## src/rtl/pmm_feeder_if.sv

```systemverilog
// rtl/pmm_feeder_if.sv - upstream word stream and PMM handshake bundle for one feeder lane
interface pmm_feeder_if;
  logic        in_valid;
  logic        in_ready;
  logic [63:0] in_data;
  logic [15:0] in_control;
  logic [63:0] pmm_data;
  logic [15:0] pmm_control;
  logic        pmm_data_valid;
  logic        pmm_ready_status;
  logic        pmm_accepted_status;

  modport master (
    input  in_valid, in_data, in_control, pmm_ready_status, pmm_accepted_status,
    output in_ready, pmm_data, pmm_control, pmm_data_valid
  );

  modport slave (
    output in_valid, in_data, in_control, pmm_ready_status, pmm_accepted_status,
    input  in_ready, pmm_data, pmm_control, pmm_data_valid
  );
endinterface

```

## src/rtl/pmm_feeder.sv

```systemverilog
// rtl/pmm_feeder.sv - buffered four-phase word transmitter and match counter for one PMM lane
module pmm_feeder #(
  parameter int DEPTH       = 4,
  parameter int TIMEOUT_CYC = 1024,
  parameter int CNT_W       = 16
) (
  input  logic                   clk,
  input  logic                   rst_n,
  pmm_feeder_if.master           bus,
  input  logic                   clr_status,
  output logic                   match_pulse,
  output logic [CNT_W-1:0]       match_count,
  output logic                   timeout,
  output logic [$clog2(DEPTH):0] fifo_level,
  output logic                   busy
);
  localparam int AW = $clog2(DEPTH);
  // Phase counter only needs to reach TIMEOUT_CYC; keep at least one bit when disabled.
  localparam int TW = (TIMEOUT_CYC < 2) ? 1 : $clog2(TIMEOUT_CYC + 1);

  typedef enum logic [1:0] {IDLE, REQ, REL} state_t;

  logic [79:0]   mem [DEPTH];
  logic [AW-1:0] wr_ptr;
  logic [AW-1:0] rd_ptr;
  logic [AW:0]   level;
  logic          full;
  logic          push;
  logic          pop;
  logic          load;
  logic          tmo_hit;
  logic          tmo_fire;
  logic          acc_q;
  logic          match_edge;
  logic [TW-1:0] phase_cnt;
  state_t        state;
  state_t        state_nxt;

  assign full         = (level == (AW+1)'(DEPTH));
  assign bus.in_ready = !full;
  assign push         = bus.in_valid && !full;
  assign fifo_level   = level;
  assign busy         = (state != IDLE) || (level != '0);
  assign tmo_hit      = (TIMEOUT_CYC != 0) && (phase_cnt == TW'(TIMEOUT_CYC));
  assign match_edge   = bus.pmm_accepted_status && !acc_q;

  // Next-state logic: load head on IDLE exit, pop on release or on a timed-out phase.
  always_comb begin
    state_nxt = state;
    pop       = 1'b0;
    load      = 1'b0;
    tmo_fire  = 1'b0;
    case (state)
      IDLE: begin
        if (level != '0) begin
          load      = 1'b1;
          state_nxt = REQ;
        end
      end
      REQ: begin
        if (bus.pmm_ready_status) begin
          state_nxt = REL;
        end else if (tmo_hit) begin
          tmo_fire  = 1'b1;
          pop       = 1'b1;
          state_nxt = IDLE;
        end
      end
      REL: begin
        if (!bus.pmm_ready_status) begin
          pop       = 1'b1;
          state_nxt = IDLE;
        end else if (tmo_hit) begin
          tmo_fire  = 1'b1;
          pop       = 1'b1;
          state_nxt = IDLE;
        end
      end
      default: state_nxt = IDLE;
    endcase
  end

  // State register.
  always_ff @(posedge clk or negedge rst_n) begin
    if (!rst_n) state <= IDLE;
    else        state <= state_nxt;
  end

  // Phase counter reads 1 in the first cycle of REQ/REL, so it equals cycles spent in the phase.
  always_ff @(posedge clk or negedge rst_n) begin
    if (!rst_n)                  phase_cnt <= '0;
    else if (state_nxt != state) phase_cnt <= TW'(1);
    else if (state != IDLE)      phase_cnt <= phase_cnt + TW'(1);
  end

  // FIFO storage; contents need no reset because level gates every read.
  always_ff @(posedge clk) begin
    if (push) mem[wr_ptr] <= {bus.in_control, bus.in_data};
  end

  // FIFO pointers and occupancy.
  always_ff @(posedge clk or negedge rst_n) begin
    if (!rst_n) begin
      wr_ptr <= '0;
      rd_ptr <= '0;
      level  <= '0;
    end else begin
      if (push) wr_ptr <= wr_ptr + AW'(1);
      if (pop)  rd_ptr <= rd_ptr + AW'(1);
      level <= level + (AW+1)'(push) - (AW+1)'(pop);
    end
  end

  // PMM-facing outputs: valid tracks REQ, word only changes when a new head is loaded.
  always_ff @(posedge clk or negedge rst_n) begin
    if (!rst_n) begin
      bus.pmm_data_valid <= 1'b0;
      bus.pmm_data       <= '0;
      bus.pmm_control    <= '0;
    end else begin
      bus.pmm_data_valid <= (state_nxt == REQ);
      if (load) {bus.pmm_control, bus.pmm_data} <= mem[rd_ptr];
    end
  end

  // Accepted-status edge detect and saturating match count; clear beats a same-cycle edge.
  always_ff @(posedge clk or negedge rst_n) begin
    if (!rst_n) begin
      acc_q       <= 1'b0;
      match_pulse <= 1'b0;
      match_count <= '0;
    end else begin
      acc_q       <= bus.pmm_accepted_status;
      match_pulse <= match_edge;
      if (clr_status)                     match_count <= '0;
      else if (match_edge && !(&match_count)) match_count <= match_count + CNT_W'(1);
    end
  end

  // Sticky timeout flag; clear beats a same-cycle timeout.
  always_ff @(posedge clk or negedge rst_n) begin
    if (!rst_n)          timeout <= 1'b0;
    else if (clr_status) timeout <= 1'b0;
    else if (tmo_fire)   timeout <= 1'b1;
  end
endmodule

```

## src/flat_wrapper.sv

```systemverilog
// flat-port wrapper written by rule: the top's interface ports become plain ports
module pmm_feeder_flat 
#(
  parameter int DEPTH       = 4,
  parameter int TIMEOUT_CYC = 1024,
  parameter int CNT_W       = 16
)
  (clk, rst_n, clr_status, match_pulse, match_count, timeout, fifo_level, busy, bus_in_valid, bus_in_data, bus_in_control, bus_pmm_ready_status, bus_pmm_accepted_status, bus_in_ready, bus_pmm_data, bus_pmm_control, bus_pmm_data_valid);
  pmm_feeder_if bus_i ();
  input  logic clk;
  input  logic rst_n;
  input  logic clr_status;
  output logic match_pulse;
  output logic [CNT_W-1:0] match_count;
  output logic timeout;
  output logic [$clog2(DEPTH):0] fifo_level;
  output logic busy;
  input wire logic [$bits(bus_i.in_valid)-1:0] bus_in_valid;
  input wire logic [$bits(bus_i.in_data)-1:0] bus_in_data;
  input wire logic [$bits(bus_i.in_control)-1:0] bus_in_control;
  input wire logic [$bits(bus_i.pmm_ready_status)-1:0] bus_pmm_ready_status;
  input wire logic [$bits(bus_i.pmm_accepted_status)-1:0] bus_pmm_accepted_status;
  output wire logic [$bits(bus_i.in_ready)-1:0] bus_in_ready;
  output wire logic [$bits(bus_i.pmm_data)-1:0] bus_pmm_data;
  output wire logic [$bits(bus_i.pmm_control)-1:0] bus_pmm_control;
  output wire logic [$bits(bus_i.pmm_data_valid)-1:0] bus_pmm_data_valid;
  assign bus_i.in_valid = bus_in_valid;
  assign bus_i.in_data = bus_in_data;
  assign bus_i.in_control = bus_in_control;
  assign bus_i.pmm_ready_status = bus_pmm_ready_status;
  assign bus_i.pmm_accepted_status = bus_pmm_accepted_status;
  assign bus_in_ready = bus_i.in_ready;
  assign bus_pmm_data = bus_i.pmm_data;
  assign bus_pmm_control = bus_i.pmm_control;
  assign bus_pmm_data_valid = bus_i.pmm_data_valid;
  pmm_feeder #(.DEPTH(DEPTH), .TIMEOUT_CYC(TIMEOUT_CYC), .CNT_W(CNT_W)) u_core (.clk(clk), .rst_n(rst_n), .bus(bus_i), .clr_status(clr_status), .match_pulse(match_pulse), .match_count(match_count), .timeout(timeout), .fifo_level(fifo_level), .busy(busy));
endmodule
```

## config.mk

```make
export PLATFORM = sky130hd
export DESIGN_NAME = pmm_feeder_flat
export DESIGN_NICKNAME = d
export VERILOG_FILES = /design/src/rtl/pmm_feeder_if.sv /design/src/rtl/pmm_feeder.sv /design/src/flat_wrapper.sv
export SDC_FILE = /design/constraint.sdc
export NUM_CORES = 1
export LEC_CHECK = 0
export CORE_MARGIN = 2
export CORE_UTILIZATION = 45
export CTS_BUF_LIST = sky130_fd_sc_hd__clkbuf_16
export CTS_CLUSTER_SIZE = 8
export DETAILED_ROUTE_END_ITERATION = 7
export GPL_TIMING_DRIVEN = 0
export PLACE_DENSITY = 0.66
export SLEW_MARGIN = 25
export SYNTH_ARGS = -nofsm -noshare
export SYNTH_HDL_FRONTEND = slang
export SYNTH_SLANG_ARGS = --single-unit
```

## constraint.sdc

```tcl
create_clock -name clk -period 4.4 [get_ports clk]
set_clock_uncertainty 0.15 [all_clocks]
set_input_delay 1.1 -clock clk [delete_from_list [all_inputs] [get_ports clk]]
set_output_delay 1.1 -clock clk [all_outputs]
set_load 0.03 [all_outputs]
```

==> metrics.yaml, run 1 <==
hold_viol: 0
grt_pass1_wl_microns: 52900
synth-main-ff-cell: "edfxtp_1"
final_common_cell: "edfxtp_1"
ys_ff_latch: 440
wl_microns: 34000
period_needed_ns: 3.86
status: "completed"
viasPerCell: 5.31
setup_viol: 0
p_leak_nw: 7.59
worstPathArrival_ns: 2.61
hold_path_class: "in2async"
cts.path.max_buffers: 3
cts-resized-gates: 0
synth_fp_nets: 925
r2r-end: "u_core.fifo_level[2]"
post-route-util_pct: 58.0
core-area_sq_mm: 0.0367
rows: 70
root_buffer: "clkbuf_16"
crit_type: "reg2out"
post_cts_buffers: 0
final_nets: 1186
worst-r2r-setup-slack_ns: 1.29
synth_seq_area_share_pct: 75.2
cts_sinks: 440
cts_buffers: 61
antenna_found_initial: 3
powerDensity_mw_per_mm2: 718
crit_required_ns: 3.15
peakVddDrop_mv: 0.417
design.die.area_sq_mm: 0.0388
hold_ws_ns: 0.232
fillerInstances: 2723
io_pins: 190
syn_area_sq_mm: 0.0168
die-width_microns: 197
grt_start_max_net_pins: 81
cts_hold_buf: 0
clkTransAtPathRegs_ns: 0.05
mostFrequentLayoutCells: "320 x edfxtp_1, 188 x clkdlybuf4s50_1, 120 x dfrtp_1, 85 x mux2_2, 80 x mux4_2"
critPathCaptureType: "primary output"
insertion_delay_ns: 0.61
drtAntennaViolNets: 0
place_inst: 1491
tritoncts: "built"
maxCapViolCount: 0
syn2layout_area_growth_pct: 26.9
vias: 8534
r2r_cells: 12
drc: 0
total_power_w: 0.0153
gp_congestion: 0.828
startpoint_type: "register"
slew_headroom_pct: 37.3
htree_num_levels: 2
ys_types: 53
overflow: 0
drtPass1Iterations: 4
layout-drive-gt1-share_pct: 23.9
synthCells: 825
final_cells: 1606
grt_pass1_vias: 9101
track_usage_pct: 18.2
rsz0062_at_grt: "no"
tightestPinTransition_ns: 0.941
cp_max_fo: 10
r2r_start: "u_core.phase_cnt[0]"
synth_enable_flop_cells: 320
fmax_mhz: 259
die_y_microns: 197
min_period_over_period_pct: 87.7
synth_area_per_cell_sq_um: 20.3
drt-wirelength-per-cell_microns: 21.2
async_reset_ff_share_pct: 27.3
slew_viol_final: 0
start_util_pct: 45.7
drtIter0Drc: 369
dp_hpwl_microns: 20800
place.port_buffers: 189
yosysWarnings: 0
==> cell families after synthesis <==
kind of cell	share of synthesized area, %
compound gates	1.32
fa+ha+maj	1.09
flops	75.2
buf+inv	1.19
mux	16.6
simple gates	3.81
xor+xnor	0.783
==> routing by layer <==
layer / part of all wire (%) / up-vias / GRT usage, %
met1: 43 / 4412 / 24.2
met5: 0.082 / - / 0
met4: 2.6 / 4 / 6.91
met2: 48 / 218 / 29.1
li1: - / 3838 / -
met3: 5.9 / 62 / 4.80
==> flip-flops by register name (all words and copies together), names as in the netlist <==
| name | count |
|---|---|
| u_core.wr_ptr | 2 |
| u_core.rd_ptr | 2 |
| u_core.match_pulse | 1 |
| u_core.mem | 320 |
| u_core.timeout | 1 |
| u_core.state | 2 |
| u_core.match_count | 16 |
| u_core.bus.pmm_data_valid | 1 |
| u_core.bus.pmm_control | 16 |
| u_core.acc_q | 1 |
| u_core.fifo_level | 3 |
| u_core.phase_cnt | 11 |
| u_core.bus.pmm_data | 64 |
==> critical path: stages (launching register included) <==
cell	delay [ns]
dfrtp_1	0.46
inv_1	0.11
ha_1	0.14
clkbuf_1	0.43
and2_1	0.22
inv_1	0.06
clkdlybuf4s50_1	0.60
==> Yosys cell counts, types with 11 or more instances <==
library cell | count | area [sq um]
buf_2 | 18 | 90.1
a21oi_1 | 15 | 75.1
clkbuf_1 | 13 | 48.8
inv_1 | 12 | 45.0
nand2_1 | 16 | 60.1
mux4_2 | 80 | 1800
edfxtp_1 | 320 | 9610
xnor2_1 | 11 | 96.3
nor3_1 | 19 | 95.1
ha_1 | 13 | 163
mux2_2 | 85 | 957
nor2_1 | 16 | 60.1
dfrtp_1 | 120 | 3000
==> how the worst max path moves through the flow <==
stage               depth (start not counted)                  from                      end  slack [ns]
finish                                      6       u_core.state[1]                     busy        0.54
global route                                6       u_core.state[1]                     busy        0.34
CTS                                         6       u_core.state[0]                     busy        0.49
detailed placement                         11  bus_pmm_ready_status     u_core.fifo_level[2]        0.82
global placement                            1                 rst_n  u_core.bus.pmm_data[46]       -3.60
floorplan                                   1          bus_in_valid         u_core.mem[0][0]        0.80
==> through the flow <==
stage | TNS, ns | instance area, sq um | setup WS [ns]
floorplan | 0 | 16800 | 0.798
global placement | -913.45 | 19300 | -3.60
detailed placement | 0 | 19500 | 0.818
CTS | 0 | 21300 | 0.485
global route | 0 | 21300 | 0.340
finish | 0 | 21300 | 0.542
==> final cells by class <==
type	instances	area [sq um]	area share [%]
tap	468	586	2.75
sequential	440	12600	59.2
inverter	12	45.0	0.212
clock buffer	62	1550	7.29
buffer	33	154	0.723
multi-input combinational	340	3990	18.8
antenna	2	5.00	0.0235
timing repair buffer	198	2100	9.86
clock inverter	51	248	1.16
==> where the power goes <==
group          internal, W  switching [W]
logic              0.00240        0.00270
clock network      0.00251        0.00169
registers          0.00559       0.000386
(Power assumes the default switching activity.)
==> run 2: changes to the inputs <==
- CORE_UTILIZATION: 45 -> 51
- PLACE_DENSITY: 0.66 -> 0.73
==> metrics.yaml, run 2 (same netlist as run 1, synthesis figures left out) <==
layout-drive-gt1-share_pct: 23.9  # about the same
powerDensity_mw_per_mm2: 714  # -0.48%
mostFrequentLayoutCells: "320 x edfxtp_1, 188 x clkdlybuf4s50_1, 120 x dfrtp_1, 85 x mux2_2, 80 x mux4_2"
grt_start_max_net_pins: 70  # -14%
slew_viol_final: 0  # unchanged
core-area_sq_mm: 0.0325  # -12%
crit_path_frequent_cell: "inv_1"
overflow: 0  # unchanged
total_power_w: 0.0151  # -1.1%
final_common_cell: "edfxtp_1"
start_util_pct: 51.7  # +6.0 points
root_buffer: "clkbuf_16"
gp_congestion: 0.825  # -0.39%
maxCapViolCount: 0  # unchanged
cts-resized-gates: 0  # unchanged
antenna_found_initial: 4  # +1
rows: 66  # -5.7%
rsz0062_at_grt: "no"
gr-usage-met2_pct: 33.4  # +4.2 points
startpoint_type: "register"
crit_path_top_delay_cell: "clkdlybuf4s50_1"
cts_sinks: 440  # unchanged
cts_buffers: 60  # -1.6%
io_pins: 190  # unchanged
grt_use_met1_pct: 26.4  # +2.2 points
largest_reg_flops: 320  # unchanged
final_cells: 1572  # -2.1%
crit_required_ns: 3.15  # about the same
design.die.area_sq_mm: 0.0344  # -12%
drtIter0Drc: 588  # +59%
tritoncts: "built"
fillerInstances: 2175  # -20%
wl_microns: 33100  # -2.6%
min_period_over_period_pct: 87.5  # -0.21 points
drtAntennaViolNets: 0  # unchanged
htree_num_levels: 2  # unchanged
setup_viol: 0  # unchanged
post_cts_buffers: 0  # unchanged
post-route-util_pct: 65.2  # +7.2 points
hold_ws_ns: 0.350  # +0.118 ns
tns_ns: 0  # unchanged
cp_max_fo: 10  # unchanged
largest_register: "u_core.mem"
status: "completed"
place_inst: 1465  # -1.7%
vias: 8514  # -0.23%
place.port_buffers: 189  # unchanged
grt-busiest-layer: "met2"
slew_headroom_pct: 40.6  # +3.3 points
hold_path_class: "in2async"
critical_path.cell_chain: "inv_1 -> ha_1 -> clkbuf_1 -> and2_1 -> inv_1 -> clkdlybuf4s50_1"
tightestPinTransition_ns: 0.891  # -0.0494 ns
final_nets: 1185  # -0.084%
cts_hold_buf: 0  # unchanged
peakVddDrop_mv: 0.500  # +20%
critPathTopFamily: "buffers and inverters"
grt_pass1_wl_microns: 51100  # -3.4%
p_leak_nw: 7.53  # -0.75%
critPathCaptureType: "primary output"
drt-wirelength-per-cell_microns: 21.1  # -0.53%
clkTransAtPathRegs_ns: 0.05  # about the same
viasPerCell: 5.42  # +1.9%
cpPeakStageDelay_ns: 0.59  # about the same
grt_pass1_vias: 8994  # -1.2%
crit_buf_inv: 4  # unchanged
worstPathArrival_ns: 2.60  # about the same
track_usage_pct: 19.8  # +1.6 points
hold_viol: 0  # unchanged
syn2layout_area_growth_pct: 26.2
cts.path.max_buffers: 3  # unchanged
insertion_delay_ns: 0.57  # -0.04 ns
global_route.usage.met3_pct: 4.31  # -0.49 points
drc: 0  # unchanged
drtPass1Iterations: 4  # unchanged
period_needed_ns: 3.85  # -0.00928 ns
crit_type: "reg2out"
reg_top3: "u_core.mem: 320 flops, u_core.bus.pmm_data: 64 flops"
fmax_mhz: 260  # +0.24%
die-width_microns: 185  # -5.9%
die_y_microns: 185  # -5.9%
dp_hpwl_microns: 20500  # -1.5%
-- run 2: cell count changes in the layout (fill, tap and decap cells not counted) --
cell / previous run / this run
inv_16: 0 / 1
buf_12: 6 / 5
inv_6: 0 / 1
clkinv_8: 0 / 1
clkinv_1: 1 / 0
diode_2: 2 / 3
inv_1: 59 / 53
clkbuf_16: 62 / 60
clkinv_16: 2 / 0
buf_16: 3 / 4
clkinvlp_4: 1 / 0
-- run 2: per-stage QoR --
step,setup slack (ns),instance area (sq um)
2_1_floorplan,0.798,16800
3_3_place_gp,-3.48,19200
3_5_place_dp,0.719,19500
4_1_cts,0.528,21200
5_1_grt,0.389,21200
6_report,0.551,21200
-- run 2: area by class of cell --
| type | count | area [sq um] | area share (%) |
|---|---|---|---|
| repair buffers | 198 | 2110 | 9.95 |
| multi-input cells | 340 | 3990 | 18.9 |
| inverters | 12 | 45.0 | 0.213 |
| clock buffers | 60 | 1500 | 7.09 |
| well taps | 442 | 553 | 2.61 |
| diodes | 3 | 7.51 | 0.0355 |
| clock inverters | 44 | 199 | 0.940 |
| plain buffers | 33 | 154 | 0.727 |
| flip-flops and latches | 440 | 12600 | 59.6 |
-- run 2: report_power, final --
part           total [W]  internal [W]  switching [W]
Clock            0.00404       0.00243        0.00162
Combinational    0.00507       0.00241        0.00266
Sequential       0.00601       0.00560       0.000417
-- run 2: layer usage --
| metal | vias to the layer above | part of all wire (%) |
|---|---|---|
| met5 | - | 0 |
| met4 | 0 | 1.6 |
| met3 | 42 | 6.1 |
| met2 | 246 | 51 |
| met1 | 4387 | 42 |
| li1 | 3839 | - |
-- run 2: worst paths after layout --
check                                        from                 endpoint  slack, ns  depth (start not counted)
setup / recovery                  u_core.state[1]                     busy       0.55                          6
hold / removal                              rst_n   u_core.bus.pmm_data[3]       0.35                          1
setup reg to reg              u_core.phase_cnt[0]     u_core.fifo_level[2]       1.28                         12
hold reg to reg            u_core.bus.pmm_data[3]   u_core.bus.pmm_data[3]       0.35                          1
max in group asynchronous                   rst_n  u_core.bus.pmm_data[49]       3.03                          2
min in group clk           u_core.bus.pmm_data[3]   u_core.bus.pmm_data[3]       0.35                          1
==> run 3: changes to the inputs <==
- CORE_MARGIN: 2 -> 1
==> metrics.yaml, run 3 (same netlist as run 1, synthesis figures left out) <==
syn2layout_area_growth_pct: 26.2  # about the same
crit_type: "reg2out"
crit_required_ns: 3.15  # about the same
tritoncts: "built"
hold_viol: 0  # unchanged
die_y_microns: 183  # -1.1%
mostFrequentLayoutCells: "320 x edfxtp_1, 188 x clkdlybuf4s50_1, 120 x dfrtp_1, 85 x mux2_2, 80 x mux4_2"
cts.path.max_buffers: 3  # unchanged
antenna_found_initial: 2  # -2
setup_viol: 0  # unchanged
reg_top3: "u_core.mem: 320 flops, u_core.bus.pmm_data: 64 flops"
fin_ws_ns: 0.530  # -0.0216 ns
powerDensity_mw_per_mm2: 716  # +0.21%
startpoint_type: "register"
peakVddDrop_mv: 0.477  # -4.7%
cts_sinks: 440  # unchanged
slew_viol_final: 0  # unchanged
root_buffer: "clkbuf_16"
die-width_microns: 183  # -1.1%
final_common_cell: "edfxtp_1"
overflow: 0  # unchanged
hold_ws_ns: 0.266  # -0.0847 ns
drc: 0  # unchanged
grt_pass1_wl_microns: 51400  # +0.54%
worstPathArrival_ns: 2.62  # +0.02 ns
cts_hold_buf: 0  # unchanged
period_needed_ns: 3.87  # +0.0216 ns
vias: 8603  # +1.0%
status: "completed"
start_util_pct: 51.7  # unchanged
place.port_buffers: 189  # unchanged
critPathCaptureType: "primary output"
hold_path_class: "in2async"
dp_slack_ns: 0.693  # -0.0267 ns
wl_microns: 33300  # +0.53%
p_leak_nw: 7.56  # +0.37%
cts_buffers: 60  # unchanged
drtIter0Drc: 703  # +20%
tightestPinTransition_ns: 0.864  # -0.0272 ns
drt-wirelength-per-cell_microns: 21.1  # +0.22%
drtPass1Iterations: 5  # +1
grt_pass1_vias: 9181  # +2.1%
track_usage_pct: 20.4  # +0.53 points
design.die.area_sq_mm: 0.0336  # -2.1%
cts-resized-gates: 0  # unchanged
grt_start_max_net_pins: 83  # +19%
post_cts_buffers: 0  # unchanged
largest_register: "u_core.mem"
cp_max_fo: 10  # unchanged
rsz0062_at_grt: "no"
largest_reg_flops: 320  # unchanged
htree_num_levels: 2  # unchanged
slew_headroom_pct: 42.4  # +1.8 points
gp_congestion: 0.864  # +4.7%
dp_hpwl_microns: 20300  # -0.98%
clkTransAtPathRegs_ns: 0.05  # about the same
maxCapViolCount: 0  # unchanged
layout-drive-gt1-share_pct: 23.7  # -0.15 points
drtAntennaViolNets: 0  # unchanged
fmax_mhz: 258  # -0.56%
rows: 66  # unchanged
min_period_over_period_pct: 88.0  # +0.49 points
insertion_delay_ns: 0.58  # about the same
viasPerCell: 5.46  # +0.72%
core-area_sq_mm: 0.0325  # unchanged
final_nets: 1185  # unchanged
io_pins: 190  # unchanged
[run 3: changes by cell type in the layout (fill, tap and decap cells not counted)]
cell       previous run  this run
buf_12                5         8
inv_1                53        60
clkbuf_16            60        61
diode_2               3         1
inv_16                1         0
inv_6                 1         2
buf_16                4         1
clkinv_8              1         0
[run 3: routing by layer]
layer | vias up | wire length (microns) | global-route usage (%)
li1 | 3840 | - | -
met1 | 4465 | 14100 | 27.0
met2 | 250 | 16600 | 33.5
met3 | 46 | 2050 | 5.22
met4 | 2 | 563 | 5.67
met5 | - | 13 | 0
[run 3: layout make-up]
class	instances	area (sq um)
diodes	1	2.50
clock buffers	61	1530
clock inverters	50	198
multi-input cells	340	3990
repair buffers	198	2080
plain buffers	33	154
fillers	2198	11300
inverters	12	45.0
well taps	442	553
flip-flops and latches	440	12600
[run 3: power breakdown]
group | internal [W] | switching (W)
Clock | 0.00246 | 0.00161
Combinational | 0.00240 | 0.00268
Sequential | 0.00560 | 0.000410
Total | 0.0105 | 0.00470
[run 3: through the flow]
step	setup TNS, ns	total power [W]	cells	utilization [%]	area (sq um)
after detailed placement	0	0.0112	1465	59.9	19400
after global placement	-854.41	0.0111	1456	59.2	19200
after global routing	0	0.0159	1576	65.2	21200
after CTS	0	0.0153	1576	65.2	21200
after floorplan	0	0.00931	825	-	16800
final	0	0.0152	1577	65.2	21200
[run 3: worst max-delay path, cell delays in order (launching register included)]
cell and delay [ns]:
dfrtp_1 0.42, inv_1 0.14, ha_1 0.16, clkbuf_1 0.43, and2_1 0.22, inv_1 0.08
clkdlybuf4s50_1 0.60
[run 3: path summary, 6_finish.rpt]
path | from | end | slack (ns) | cells after the start
min reg2reg | u_core.bus.pmm_data[2] | u_core.bus.pmm_data[2] | 0.35 | 1
min | rst_n | u_core.bus.pmm_control[14] | 0.27 | 1
max reg2reg | u_core.phase_cnt[0] | u_core.fifo_level[2] | 1.20 | 12
max in group asynchronous | rst_n | u_core.bus.pmm_data[60] | 3.06 | 2
max | u_core.state[0] | busy | 0.53 | 6
min in group clk | u_core.bus.pmm_data[2] | u_core.bus.pmm_data[2] | 0.35 | 1
